[src/rtl/alsu_mon_pkg.sv]
// alsu_mon_pkg: shared types, rule indices and the invalid-op predicate for the ALSU runtime monitor
package alsu_mon_pkg;
   typedef enum logic [1:0] {IDLE = 2'd0, MONITOR = 2'd1, FAULT = 2'd2} state_e;
   localparam int R_RST = 0;
   localparam int R_OUT = 1;
   localparam int R_LED = 2;
   typedef struct packed {
      logic       vld;
      logic       invalid;
      logic [2:0] opcode;
      logic [1:0] red;
   } mon_entry_t;
   localparam int ENTRY_W = $bits(mon_entry_t);
   function automatic logic is_invalid(input logic [2:0] op, input logic [1:0] red);
      return ((red[1] | red[0]) & (op[1] | op[2])) | (op[1] & op[2]);
   endfunction
endpackage

[src/rtl/alsu_mon_delay_line.sv]
// alsu_mon_delay_line: DEPTH-stage shift register of monitor entries, flushed by rst
module alsu_mon_delay_line
   import alsu_mon_pkg::*;
#(
   parameter int DEPTH = 1
) (
   input  logic               clk,
   input  logic               rst,
   input  logic [ENTRY_W-1:0] din,
   output logic [ENTRY_W-1:0] dout,
   output logic               any_vld
);
   localparam int W = ENTRY_W;
   logic [DEPTH*W-1:0] sr_q, sr_d;
   logic [(DEPTH+1)*W-1:0] sh;
   assign sh = {sr_q, din};
   assign dout = sr_q[DEPTH*W-1 -: W];
   // vld is the MSB of each packed entry
   always_comb begin
      sr_d = sh[DEPTH*W-1:0];
      any_vld = 1'b0;
      for (int i = 0; i < DEPTH; i++) any_vld = any_vld | sr_q[i*W + W - 1];
   end
   always_ff @(posedge clk) begin
      if (rst) sr_q <= '0;
      else sr_q <= sr_d;
   end
endmodule

[src/rtl/alsu_runtime_monitor.sv]
// alsu_runtime_monitor: checks ALSU out/leds LATENCY cycles after its inputs; sticky flags, saturating count, FSM.
// ALSU_MON_CAPTURE_EN builds first-failure opcode/red capture registers; otherwise cap_* are tied to 0.
module alsu_runtime_monitor
   import alsu_mon_pkg::*;
#(
   parameter int OUT_W   = 6,
   parameter int LED_W   = 16,
   parameter int LATENCY = 1,
   parameter int CNT_W   = 8
) (
   input  logic             clk,
   input  logic             rst,
   input  logic             enable,
   input  logic [2:0]       opcode,
   input  logic             red_op_A,
   input  logic             red_op_B,
   input  logic [OUT_W-1:0] out,
   input  logic [LED_W-1:0] leds,
   input  logic             err_clr,
   output logic [2:0]       fail_vec,
   output logic             fail_any,
   output logic [CNT_W-1:0] err_cnt,
   output logic [1:0]       mon_state,
   output logic [2:0]       cap_opcode,
   output logic [1:0]       cap_red
);
   mon_entry_t push_e, chk_e;
   logic [ENTRY_W-1:0] chk_bits;
   logic pipe_vld, chk_on;
   logic [2:0] viol;
   logic [1:0] n_viol;
   logic [CNT_W+1:0] sum;
   logic rst_seen_q, rst_seen_d;
   logic [LED_W-1:0] leds_q, leds_d;
   logic [2:0] fail_q, fail_d;
   logic [CNT_W-1:0] cnt_q, cnt_d;
   state_e state_q, state_d;
   alsu_mon_delay_line #(.DEPTH(LATENCY)) u_dl (
      .clk    (clk),
      .rst    (rst),
      .din    (push_e),
      .dout   (chk_bits),
      .any_vld(pipe_vld)
   );
   always_comb begin
      push_e = '{vld: enable, invalid: is_invalid(opcode, {red_op_A, red_op_B}), opcode: opcode, red: {red_op_A, red_op_B}};
      chk_e = mon_entry_t'(chk_bits);
      chk_on = chk_e.vld && state_q != IDLE;
      viol[R_RST] = rst_seen_q && (out != '0 || leds != '0);
      viol[R_OUT] = chk_on && chk_e.invalid && out != '0;
      viol[R_LED] = chk_on && (chk_e.invalid ? leds != ~leds_q : leds != '0);
      n_viol = {1'b0, viol[0]} + {1'b0, viol[1]} + {1'b0, viol[2]};
      // err_clr zeroes the base first so a same-cycle violation still lands
      sum = (CNT_W+2)'(err_clr ? '0 : cnt_q) + (CNT_W+2)'(n_viol);
      cnt_d = |sum[CNT_W+1:CNT_W] ? '1 : sum[CNT_W-1:0];
      fail_d = (err_clr ? 3'b000 : fail_q) | viol;
      rst_seen_d = 1'b0;
      leds_d = leds;
      state_d = (state_q == IDLE)    ? (enable ? MONITOR : IDLE)
              : (state_q == MONITOR) ? (|viol ? FAULT : (!enable && !pipe_vld) ? IDLE : MONITOR)
              : (err_clr && !(|viol)) ? MONITOR : FAULT;
   end
   always_ff @(posedge clk) begin
      if (rst) begin
         rst_seen_q <= 1'b1;
         leds_q <= '0;
         fail_q <= '0;
         cnt_q <= '0;
         state_q <= IDLE;
      end else begin
         rst_seen_q <= rst_seen_d;
         leds_q <= leds_d;
         fail_q <= fail_d;
         cnt_q <= cnt_d;
         state_q <= state_d;
      end
   end
   assign fail_vec = fail_q;
   assign fail_any = |fail_q;
   assign err_cnt = cnt_q;
   assign mon_state = state_q;
`ifdef ALSU_MON_CAPTURE_EN
   logic cap_done_q, cap_done_d, cap_load;
   logic [2:0] cap_opcode_q, cap_opcode_d;
   logic [1:0] cap_red_q, cap_red_d;
   // an R0-only failure has no meaningful entry, so it captures zeros
   always_comb begin
      cap_load = |viol && (err_clr || !cap_done_q);
      cap_opcode_d = cap_load ? ((viol[R_OUT] | viol[R_LED]) ? chk_e.opcode : 3'b000) : cap_opcode_q;
      cap_red_d = cap_load ? ((viol[R_OUT] | viol[R_LED]) ? chk_e.red : 2'b00) : cap_red_q;
      cap_done_d = (cap_done_q && !err_clr) || |viol;
   end
   always_ff @(posedge clk) begin
      if (rst) begin
         cap_done_q <= 1'b0;
         cap_opcode_q <= '0;
         cap_red_q <= '0;
      end else begin
         cap_done_q <= cap_done_d;
         cap_opcode_q <= cap_opcode_d;
         cap_red_q <= cap_red_d;
      end
   end
   assign cap_opcode = cap_opcode_q;
   assign cap_red = cap_red_q;
`else
   logic unused_cap;
   assign unused_cap = ^{chk_e.opcode, chk_e.red};
   assign cap_opcode = 3'b000;
   assign cap_red = 2'b00;
`endif
endmodule

[config.mk]
export PLATFORM = sky130hd
export DESIGN_NAME = alsu_runtime_monitor
export DESIGN_NICKNAME = d
export VERILOG_FILES = /design/src/rtl/alsu_mon_pkg.sv /design/src/rtl/alsu_mon_delay_line.sv /design/src/rtl/alsu_runtime_monitor.sv
export SDC_FILE = /design/constraint.sdc
export NUM_CORES = 1
export LEC_CHECK = 0
export ABC_CLOCK_PERIOD_IN_PS = 4100
export CAP_MARGIN = 20
export CORE_ASPECT_RATIO = 0.5
export CORE_MARGIN = 3
export CORE_UTILIZATION = 45
export DETAILED_ROUTE_END_ITERATION = 12
export PLACE_DENSITY_LB_ADDON = 0.15
export SETUP_SLACK_MARGIN = 0.4
export SYNTH_ARGS = -nofsm -noshare
export SYNTH_HDL_FRONTEND = slang
export SYNTH_SLANG_ARGS = --single-unit
[constraint.sdc]
create_clock -name clk -period 4.1 [get_ports clk]
set_clock_uncertainty 0.2 [all_clocks]
set_input_delay 0.82 -clock clk [delete_from_list [all_inputs] [get_ports clk]]
set_output_delay 0.82 -clock clk [all_outputs]
set_load 0.02 [all_outputs]
==> results.md, run 1 <==
- #FFs+latches synth: 32
- CP Max Fanout: 2
- Worst-Margin Slew: 0.602 ns
- Detailed Route Iter0 Violations: 20
- Ys async rst share: 0%
- Width of the die: 86.7 um
- Most numerous cell on the critical path: nand4_1
- Die Y: 46.4 um
- Ys Warns: 0
- CP arrival: 3.49 ns
- Final Util: 77.3%
- IO Pins: 50
- Final nets: 255
- Clock Root Buffer: clkbuf_8
- Final HPWL from detailed placement: ~2.5 mm
- Maximum vdd ir drop: 0.200 mV
- Area contributors post-synth: dfxtp_1 44%, xnor2_1 10%, nor2b_1 9.8%, a21oi_1 3.4%, nor4_1 3.0%
- Startpoint type of the worst setup path: primary input
- Min-Delay Path Class: reg2reg
- Routed Antenna Nets: 0
- Critical Path RT: 4.08 ns
- Initial antenna violation count: 0
- Synthesized area per cell: around 9.5 um^2
- Leak pwr: 0.959 nW
- Ratio of final minimum period to clock period: around 86%
- Clock sink count: 32
- Global route total overflow: 0
- Status: complete, no violations
- Max-cap violations: 0
- Cts hold-fix bufs: 0
- Vias in the first global route: 1,279
- Largest net degree at the start of global routing: 18
- Cells after synthesis: 154
- Kind of critical path: in2reg
- # DRC: 0
- Detailed Route WL: 3.35 mm
- Pwr/cell area: 318 mW/mm^2
- Clk_lat worst skew: between 0.2 and 0.3 ns
- GRT Total Usage: 18.5%
- Final min period: 3.51 ns
- Fin. max-slew vios: 0
- Cell Area, Synth: 0.00147 mm^2
- Initial Utilization: around half
- Die area: roughly 0.0040 mm^2
- Yosys cell types: 32
- Final setup fails: 0
- Final worst slack: a little under 0.6 ns
- Vias: roughly 1,300
- Area share of the largest cell type after synthesis: between 40 and 50%
- Slew margin rel.: 59.7%
- Commonest register cell after synthesis: dfxtp_1
- CP cell instances: clkdlybuf4s15_1 -> nor4_2 -> nand4_1 -> o21ai_2 -> inv_2 -> fa_1 -> ha_2 -> fa_2 -> nand4_1 -> nor3b_2 -> buf_4 -> nor2_1 -> a211oi_1
- Vias per cell: 4.89
- Endpoint class of the critical path: register
- DR pass1 iterations: 4
- Routability congestion estimate: 0.767
- CTS tree: yes
- Sequential share of the synthesized area: 43.7%
- EDFF count, synth: 0
- Core area: 0.00285 mm^2
- Fill count: approximately 210
- Layout cells sized above 1: 20.9%
- Post-place setup slack: -0.151 ns
- CTS H-Tree Depth: 2
- Row count: 13
- First-pass GRT wire length: 5.53 mm
- WL per Instance: 13.0 um
- Area delta synth->final: 50.0%
- Port buffer count: 43
- Commonest cells in the netlist: 32 x dfxtp_1, 23 x nor2b_1, 17 x xnor2_1, 10 x a21oi_1, 7 x nor4_1
- Worst path slowest cell: fa_1
- CP max stage delay: about 0.55 ns
- Yosys top cell by area: dfxtp_1
- Number of buffers created by CTS: 5
- RSZ-0062 raised after global routing: false
- Final hold vios: 0
- FMAX: between 200 and 300 MHz
- Clock Tree Buf Depth: 2
- Setup TNS: 0 ns
- ANT cells: 0
- Worst-path clk slew: 0.06 ns
- Most common cell in the netlist: dfxtp_1
repair_timing:
item                                    in CTS  in global routing
pin swaps                                   12                 13
buffers inserted                             2                  0
resized for setup                           16                 24
endpoints found under the setup margin       8                  8
endpoints found under the hold margin        0                  0
worst max-delay path: cells and delay by family:
kind | cells | cell delay (ns)
AOI/OAI and AO/OA | 2 | 0.42
and+or+nand+nor | 5 | 0.88
adders and majority gates | 3 | 0.95
buffers and inverters | 3 | 0.42
where the power goes:
group	switching, mW	internal (mW)	total, mW
clock	0.110	0.134	0.244
combinational	0.0547	0.0668	0.122
sequential	0.00813	0.326	0.335
placed cells by master, fill, tap and decap left out, types with 2 or more instances in the layout:
master,Yosys,layout
dfxtp_1,32,32
nor2b_1,23,23
clkdlybuf4s50_1,0,23
buf_4,5,20
xnor2_1,17,17
dlymetal6s2s_1,0,12
a21oi_1,10,10
nor2_1,6,6
clkbuf_8,0,6
nor4_2,1,5
inv_1,6,5
conb_1,1,5
nand4_1,4,4
xor2_1,4,4
o21a_1,4,4
nand2b_1,4,4
clkbuf_2,0,4
nor4_1,7,3
nand2_1,3,3
nand3_1,5,3
o21ai_2,1,2
nand3_2,0,2
a211oi_1,2,2
ha_1,3,2
clkinv_2,0,2
dlygate4sd2_1,0,2
clkdlybuf4s15_1,0,2
cells by family (layout without fill, tap and decap cells):
kind of cell | Yosys count | count (layout) | synth area share [%]
AOI/OAI and AO/OA | 22 | 22 | 9.39
xor gates and xnor gates | 21 | 21 | 12.5
adders and majority gates | 5 | 5 | 5.29
buffers and inverters | 15 | 77 | 5.12
DFF | 32 | 32 | 43.7
other | 1 | 5 | 0.256
and+or+nand+nor | 58 | 58 | 23.7
worst paths after layout:
check	from	endpoint	slack, ns	depth (start not counted)
worst max-delay path	leds[3]	err_cnt[6]$_SDFF_PP0_	0.59	13
worst min-delay path	fail_vec[1]$_SDFF_PP0_	fail_vec[1]$_SDFF_PP0_	0.29	2
worst max register to register	mon_state[0]$_SDFF_PP0_	err_cnt[6]$_SDFF_PP0_	1.31	12
worst min register to register	fail_vec[1]$_SDFF_PP0_	fail_vec[1]$_SDFF_PP0_	0.29	2
flip-flops by register name, indices dropped and copies added (netlist names):
| name | flops |
|---|---|
| err_cnt | 8 |
| fail_vec | 3 |
| leds_q | 16 |
| mon_state | 2 |
| rst_seen_q | 1 |
| u_dl.dout | 2 |
metal layers:
layer,wire length [um],track usage (%)
met2,1650,32.7
met1,1480,20.7
met4,50,4.66
met5,0,0
met3,173,8.57
metrics by stage:
| step | instance area, um^2 | hold slack (ns) | power (mW) | cells |
|---|---|---|---|---|
| 4_1_cts | 2180 | 0.291 | 0.710 | 257 |
| 3_5_place_dp | 2040 | 0.280 | 0.464 | 247 |
| 5_1_grt | 2200 | 0.321 | 0.739 | 257 |
| 2_1_floorplan | 1480 | 0.307 | 0.400 | 158 |
| 3_3_place_gp | 2040 | 0.271 | 0.460 | 247 |
| 6_report | 2200 | 0.286 | 0.700 | 257 |
cell type report:
cell class                 count  area (um^2)  area share [%]
multi-input combinational    111          810            36.8
sequential                    32          641            29.1
clock buffer                   6         82.6            3.75
inverter                       6         22.5            1.02
clock inverter                 2         10.0           0.455
timing repair buffer          63          588            26.7
tap                           37         46.3            2.10
No activity file was read; power rests on OpenSTA's default activity.
==> run 2: changes to the inputs <==
- SLEW_MARGIN: default -> 20
==> results of run 2 <==
Final layout, timing and power as in run 1 (identical DEF).
